$ cat config.mk
export PLATFORM = sky130hd
export DESIGN_NAME = sprite_draw_arbiter
export DESIGN_NICKNAME = d
export VERILOG_FILES = /design/src/rtl/sprite_draw_arbiter.sv
export SDC_FILE = /design/constraint.sdc
export NUM_CORES = 1
export LEC_CHECK = 0
export BUFFER_PORTS_ARGS = -buffer_cell sky130_fd_sc_hd__buf_2
export CAP_MARGIN = 20
export CELL_PAD_IN_SITES_DETAIL_PLACEMENT = 0
export CELL_PAD_IN_SITES_GLOBAL_PLACEMENT = 1
export CORE_MARGIN = 2
export CORE_UTILIZATION = 35
export DETAILED_ROUTE_END_ITERATION = 7
export GPL_ROUTABILITY_DRIVEN = 1
export HOLD_SLACK_MARGIN = 0.05
export PLACE_DENSITY_LB_ADDON = 0.1
export SYNTH_ARGS = -nofsm -noshare
export SYNTH_HDL_FRONTEND = slang
export SYNTH_SLANG_ARGS = --single-unit
export TNS_END_PERCENT = 5
$ cat constraint.sdc
create_clock -name clk -period 1.6 [get_ports clk]
set_input_delay 0 -clock clk [delete_from_list [all_inputs] [get_ports clk]]
set_output_delay 0 -clock clk [all_outputs]
set_load 0.02 [all_outputs]
$ cat src/rtl/sprite_draw_arbiter.sv
// Round-robin arbiter that hands the single VGA pixel-write port to one sprite client per burst.
// Optional ARB_STATS_EN macro adds grant_count / timeout_count statistics outputs.
module sprite_draw_arbiter #(
   parameter int NUM_CLIENTS    = 2,
   parameter int TIMEOUT_CYCLES = 64
) (
   input  logic                       clk,
   input  logic                       resetn,
   input  logic [NUM_CLIENTS-1:0]     client_req,
   input  logic [NUM_CLIENTS-1:0]     client_done,
   input  logic [7*NUM_CLIENTS-1:0]   client_x,
   input  logic [7*NUM_CLIENTS-1:0]   client_y,
   input  logic [3*NUM_CLIENTS-1:0]   client_c,
   input  logic [NUM_CLIENTS-1:0]     client_we,
   output logic [NUM_CLIENTS-1:0]     grant,
   output logic [6:0]                 vga_x,
   output logic [6:0]                 vga_y,
   output logic [2:0]                 vga_c,
   output logic                       vga_writeEn,
`ifdef ARB_STATS_EN
   output logic [15:0]                grant_count,
   output logic [7:0]                 timeout_count,
`endif
   output logic                       timeout_pulse
);

   // state    | meaning
   // ST_IDLE  | port free, arbitrating among requesters from rr_ptr upward
   // ST_GRANT | client gidx owns the port; its pixels are forwarded
   // ST_GAP   | one dead cycle after a burst before re-arbitrating
   typedef enum logic [1:0] {ST_IDLE, ST_GRANT, ST_GAP} state_t;

   state_t                   state_q, state_d;
   logic [1:0]               gidx_q, gidx_d;
   logic [1:0]               rr_ptr_q, rr_ptr_d;
   logic [7:0]               tcount_q, tcount_d;
   logic [NUM_CLIENTS-1:0]   grant_q, grant_d;
   logic [6:0]               vga_x_q, vga_x_d;
   logic [6:0]               vga_y_q, vga_y_d;
   logic [2:0]               vga_c_q, vga_c_d;
   logic                     vga_we_q, vga_we_d;

   logic [3:0]               req_pad, done_pad, we_pad;
   logic [27:0]              x_pad, y_pad;
   logic [11:0]              c_pad;
   logic [6:0]               x_arr [4];
   logic [6:0]               y_arr [4];
   logic [2:0]               c_arr [4];
   logic [1:0]               sel_idx, cand;
   logic                     sel_found;
   logic                     timeout_hit;

   function automatic logic [1:0] wrap_inc(input logic [1:0] i);
      return (int'(i) == NUM_CLIENTS - 1) ? 2'd0 : i + 2'd1;
   endfunction

   // Pad every client vector to four lanes so a 2-bit index is always in range.
   always_comb begin
      req_pad  = 4'(client_req);
      done_pad = 4'(client_done);
      we_pad   = 4'(client_we);
      x_pad    = 28'(client_x);
      y_pad    = 28'(client_y);
      c_pad    = 12'(client_c);
      for (int i = 0; i < 4; i++) begin
         x_arr[i] = x_pad[7*i +: 7];
         y_arr[i] = y_pad[7*i +: 7];
         c_arr[i] = c_pad[3*i +: 3];
      end
   end

   always_comb begin
      sel_found = 1'b0;
      sel_idx   = rr_ptr_q;
      cand      = rr_ptr_q;
      for (int k = 0; k < NUM_CLIENTS; k++) begin
         if (!sel_found && req_pad[cand]) begin
            sel_found = 1'b1;
            sel_idx   = cand;
         end
         cand = wrap_inc(cand);
      end
   end

   // A done on the last allowed cycle wins over the timeout.
   assign timeout_hit = (state_q == ST_GRANT) && !done_pad[gidx_q] &&
                        (tcount_q == 8'(TIMEOUT_CYCLES - 1));

   always_comb begin
      state_d  = state_q;
      gidx_d   = gidx_q;
      rr_ptr_d = rr_ptr_q;
      tcount_d = tcount_q;
      grant_d  = grant_q;
      vga_x_d  = vga_x_q;
      vga_y_d  = vga_y_q;
      vga_c_d  = vga_c_q;
      vga_we_d = 1'b0;
      case (state_q)
         ST_IDLE: begin
            grant_d = '0;
            if (sel_found) begin
               state_d  = ST_GRANT;
               gidx_d   = sel_idx;
               grant_d  = NUM_CLIENTS'(4'b0001 << sel_idx);
               tcount_d = 8'd0;
            end
         end
         ST_GRANT: begin
            vga_we_d = we_pad[gidx_q];
            if (we_pad[gidx_q]) begin
               vga_x_d = x_arr[gidx_q];
               vga_y_d = y_arr[gidx_q];
               vga_c_d = c_arr[gidx_q];
            end
            tcount_d = tcount_q + 8'd1;
            if (done_pad[gidx_q] || timeout_hit) begin
               state_d  = ST_GAP;
               grant_d  = '0;
               rr_ptr_d = wrap_inc(gidx_q);
            end
         end
         ST_GAP: begin
            grant_d = '0;
            state_d = ST_IDLE;
         end
         default: begin
            grant_d = '0;
            state_d = ST_IDLE;
         end
      endcase
   end

   always_ff @(posedge clk) begin
      if (!resetn) begin
         state_q  <= ST_IDLE;
         gidx_q   <= 2'd0;
         rr_ptr_q <= 2'd0;
         tcount_q <= 8'd0;
         grant_q  <= '0;
         vga_x_q  <= 7'd0;
         vga_y_q  <= 7'd0;
         vga_c_q  <= 3'd0;
         vga_we_q <= 1'b0;
      end else begin
         state_q  <= state_d;
         gidx_q   <= gidx_d;
         rr_ptr_q <= rr_ptr_d;
         tcount_q <= tcount_d;
         grant_q  <= grant_d;
         vga_x_q  <= vga_x_d;
         vga_y_q  <= vga_y_d;
         vga_c_q  <= vga_c_d;
         vga_we_q <= vga_we_d;
      end
   end

   assign grant         = grant_q;
   assign vga_x         = vga_x_q;
   assign vga_y         = vga_y_q;
   assign vga_c         = vga_c_q;
   assign vga_writeEn   = vga_we_q;
   assign timeout_pulse = timeout_hit;

`ifdef ARB_STATS_EN
   logic [15:0] grant_count_q, grant_count_d;
   logic [7:0]  timeout_count_q, timeout_count_d;

   always_comb begin
      grant_count_d   = grant_count_q;
      timeout_count_d = timeout_count_q;
      if (state_q == ST_IDLE && sel_found) begin
         grant_count_d = grant_count_q + 16'd1;
      end
      if (timeout_hit && timeout_count_q != 8'hFF) begin
         timeout_count_d = timeout_count_q + 8'd1;
      end
   end

   always_ff @(posedge clk) begin
      if (!resetn) begin
         grant_count_q   <= 16'd0;
         timeout_count_q <= 8'd0;
      end else begin
         grant_count_q   <= grant_count_d;
         timeout_count_q <= timeout_count_d;
      end
   end

   assign grant_count   = grant_count_q;
   assign timeout_count = timeout_count_q;
`endif

endmodule

==> flow_summary.yaml <==
sta:
  fin_crit_sh_pct: 93.9
  fmaxAchievable_ghz: 0.666
  fin_worst_skew_ns: 0.00618
  fin_tns_setup_ns: 0
  grt_setup_unrepaired: "yes"
  report.final.setup_viol: 0
  slew_headroom_pct: 65.4
  final_max_slew_viol_count: 0
  worst_pin_slew_ns: 0.505
  final-hold-violation-count: 0
  fin_crit_ns: 1.50
die:
  total_die_area_um2: 5250
  io_pins: 63
  dieHeight_um: 72.5
  initial_core_util_pct: 36.9
  design.core.area_um2: 4440
  fp.dieW_um: 72.5
  fp_rows: 24
power:
  p_clk_share_pct: 33.2
  ir_drop_worst_case_vdd_uv: 491
  sequential_group_share_of_total_power_pct: 47.7
  power_share_of_the_combinational_group_pct: 19.2
  net-switching-power_uw: 548
  finalPower_uw: 1970
  internal_power_uw: 1420
  leak_pwr_uw: 0.00106
  power.density_cell_area_nw_per_um2: 917
  power_switching_share_pct: 27.9
worst_setup_path:
  crit_arrival_ns: 1.73
  timing.critical_path.to_type: "flop"
  critical_path.n_buffers_inverters: 0
  critPathTopFamily: "simple AND/OR/NAND/NOR gates"
  crit_path_max_fanout: 10
  cp_cell_sequence: "nor3b_1, a21o_4, or4_4, a21oi_2"
  crit_path_max_incr_delay_ns: 0.52
  timing.critical_path.from_type: "flop"
  ff2ff_setup_slack_ns: 0.1
  path_class: "flop to flop"
  critical-path-slowest-cell: "sky130_fd_sc_hd__or4_4"
  worst_ep_required_time_ns: 1.83
status:
  outcome: "completed"
synthesis:
  yosys_register_bits: 34
  yosys.area_share.adder_pct: 0.762
  synth.avg_cell_area_um2: 9.66
  proportion_of_netlist_area_held_by_the_largest_area_contributor_pct: 41.5
  syn_area_um2: 1640
  synth_sequential_area_ratio_pct: 41.5
  top_area_cells_in_the_synthesized_netlist: "sky130_fd_sc_hd__dfxtp_1 (41%), sky130_fd_sc_hd__mux2i_1 (12%), sky130_fd_sc_hd__o211a_1 (10%)"
  synth_top_family_by_area: "compound AO/OA/AOI/OAI gates"
  area_fraction_in_compound_gates_after_synthesis_pct: 21.6
  synthXorXnorAreaFrac_pct: 0.534
  synthMuxAreaShare_pct: 11.6
  syn_nets: 213
  post_synth_and_or_nand_nor_area_fraction_pct: 19.0
  ys.flop_type: "sky130_fd_sc_hd__dfxtp_1"
  netlist_instances: 170
  synthDistinctLibCells: 41
  synth_edf_count: 0
  synth-async-reset-ratio_pct: 0
  yosys.area.top_type: "sky130_fd_sc_hd__dfxtp_1"
  synth_warnings: 0
cts:
  cts_hold_buf: 0
  ctsHtreeMaxLevel: 2
  clk_latency_worst_skew_pair_ns: 0.29
  cts_tree: "done"
  clk_path_buf_depth: 2
  number_of_buffers_added_by_the_clock_tree_synthesis_step: 5
  clk_pin_slew_ns: 0.07
  cts_sinks: 34
  clock-root-buffer: "sky130_fd_sc_hd__clkbuf_8"
hold_path:
  tightest_hold_check_type: "input port to flop"
placed_design:
  gpl.final_weighted_congestion: 0.814
  port_buffers: 62
  hpwlAfterDp_um: 3030
  post_place_instance_area_um2: 2000
grt:
  initial_antenna_violation_count: 0
  grt_max_degree: 36
  globalRoute.totalOverflow: 0
  first_pass_grt_wire_length_um: 6440
  global_route.usage.total_pct: 15.6
  grt_pass1_vias: 1500
flow_run:
  max_cap_viol_count: 0
routing:
  route.detailed.wl_per_inst_um: 13.6
  post-route-drc-count: 0
  route.vias.total: 1497
  drtPass1Iterations: 4
  route.antenna.remaining_nets: 0
  wirelength_um: 3920
  drt_first_iter_violations: 55
  post_drt_via_cell_ratio: 5.20
layout:
  final_design_area_no_fill_um2: 2150
  num_antenna_cells: 0
  layout-drive-gt1-share_pct: 37.7
  utilization_pct: 48.3
  areaGrowthSynthToFinish_pct: 30.7
  layout.nets: 278
==> cell families (layout without fill, tap and decap cells) <==
logic type	after synthesis	in the layout
flip-flops	34	34
XOR/XNOR	1	1
AND/OR/NAND/NOR	60	60
multiplexers	19	19
buffers and inverters	14	80
AO/OA/AOI/OAI	41	41
adder cells (fa/ha/maj)	1	1
==> layer usage <==
metal | GRT usage (%) | wire length (um) | vias to the layer above
li1 | - | - | 751
met1 | 17.8 | 1690 | 692
met2 | 26.0 | 1910 | 45
met3 | 5.56 | 236 | 9
met4 | 7.82 | 85 | 0
met5 | 0 | 0 | -
==> worst paths after layout <==
kind	from	cells past startpoint	to
max	state_q[0]$_SDFFE_PN0P_	4	tcount_q[7]$_SDFFE_PN0P_
min	client_c[0]	4	vga_c[0]$_SDFFE_PN0P_
max reg2reg	state_q[0]$_SDFFE_PN0P_	4	tcount_q[7]$_SDFFE_PN0P_
min reg2reg	grant[0]$_SDFFE_PN0P_	2	grant[0]$_SDFFE_PN0P_
==> registers in the layout, summed over array words and instances (netlist names) <==
signal / flops
tcount_q: 8
vga_c: 3
gidx_q: 2
rr_ptr_q: 2
vga_writeEn: 1
state_q: 2
vga_y: 7
vga_x: 7
grant: 2
==> area by class of cell <==
| cell class | count | area (um^2) |
|---|---|---|
| Clock buffer | 7 | 86.3 |
| Clock inverter | 1 | 5.00 |
| Fill cell | 443 | 2300 |
| Inverter | 3 | 11.3 |
| Multi-Input combinational cell | 122 | 917 |
| Sequential cell | 34 | 683 |
| Tap cell | 52 | 65.1 |
| Timing Repair Buffer | 69 | 378 |
==> placed cells by master, fill, tap and decap left out, drive strengths merged, types with 2 or more instances in the layout <==
cell | netlist | final
nor2 | 8 | 8
and3 | 2 | 2
nor3 | 2 | 2
a2111oi | 2 | 2
buf | 7 | 69
o31ai | 4 | 4
o2bb2ai | 2 | 2
nor2b | 2 | 2
nand3 | 3 | 3
mux2i | 19 | 19
o211a | 17 | 17
a21boi | 2 | 2
clkbuf | 4 | 7
a21oi | 6 | 6
dfxtp | 34 | 34
o21ai | 2 | 2
nand2 | 30 | 30
or4 | 4 | 4
nand2b | 2 | 2
inv | 3 | 3
and2 | 2 | 2
==> worst reg2reg max path, delay by kind of cell (launching register included) <==
kind	cells	cell delay (ns)
AND/OR/NAND/NOR	2	0.63
flip-flops	1	0.45
AO/OA/AOI/OAI	2	0.37
==> power by group through the flow <==
stage	Combinational [uW]	Sequential, uW	Clock, uW
final	377	938	652
after CTS	381	936	676
after floorplan	194	998	0
after global placement	365	952	0
after detailed placement	378	954	0
after global routing	410	945	725
==> Yosys cell counts, types with 2 or more instances <==
| cell type | n |
|---|---|
| sky130_fd_sc_hd__nand2_1 | 30 |
| sky130_fd_sc_hd__or4_1 | 3 |
| sky130_fd_sc_hd__mux2i_1 | 19 |
| sky130_fd_sc_hd__o21ai_0 | 2 |
| sky130_fd_sc_hd__buf_2 | 3 |
| sky130_fd_sc_hd__inv_1 | 3 |
| sky130_fd_sc_hd__and3_1 | 2 |
| sky130_fd_sc_hd__nor2b_1 | 2 |
| sky130_fd_sc_hd__o2bb2ai_1 | 2 |
| sky130_fd_sc_hd__a21oi_1 | 5 |
| sky130_fd_sc_hd__nand3_1 | 3 |
| sky130_fd_sc_hd__and2_1 | 2 |
| sky130_fd_sc_hd__o31ai_1 | 4 |
| sky130_fd_sc_hd__buf_6 | 3 |
| sky130_fd_sc_hd__clkbuf_1 | 4 |
| sky130_fd_sc_hd__o211a_1 | 17 |
| sky130_fd_sc_hd__dfxtp_1 | 34 |
| sky130_fd_sc_hd__a21boi_0 | 2 |
| sky130_fd_sc_hd__nor2_1 | 7 |
| sky130_fd_sc_hd__a2111oi_0 | 2 |
==> what timing repair did <==
item                                    4_1_cts  5_1_grt
buffers inserted                              0        1
pin swaps                                     1        1
cloned                                        0        0
gates resized for setup                       6        3
endpoints found under the setup margin        4        2
==> per-stage QoR <==
stage | cells | worst slack [ns] | hold WS [ns]
finish | 288 | 0.0981 | 0.0576
global route | 288 | -0.0146 | 0.0732
CTS | 287 | 0.0377 | 0.0530
detailed placement | 279 | -0.0618 | 0.355
global placement | 279 | 0.0931 | 0.340
floorplan | 170 | 0.163 | 0.233
(Power assumes the default switching activity.)
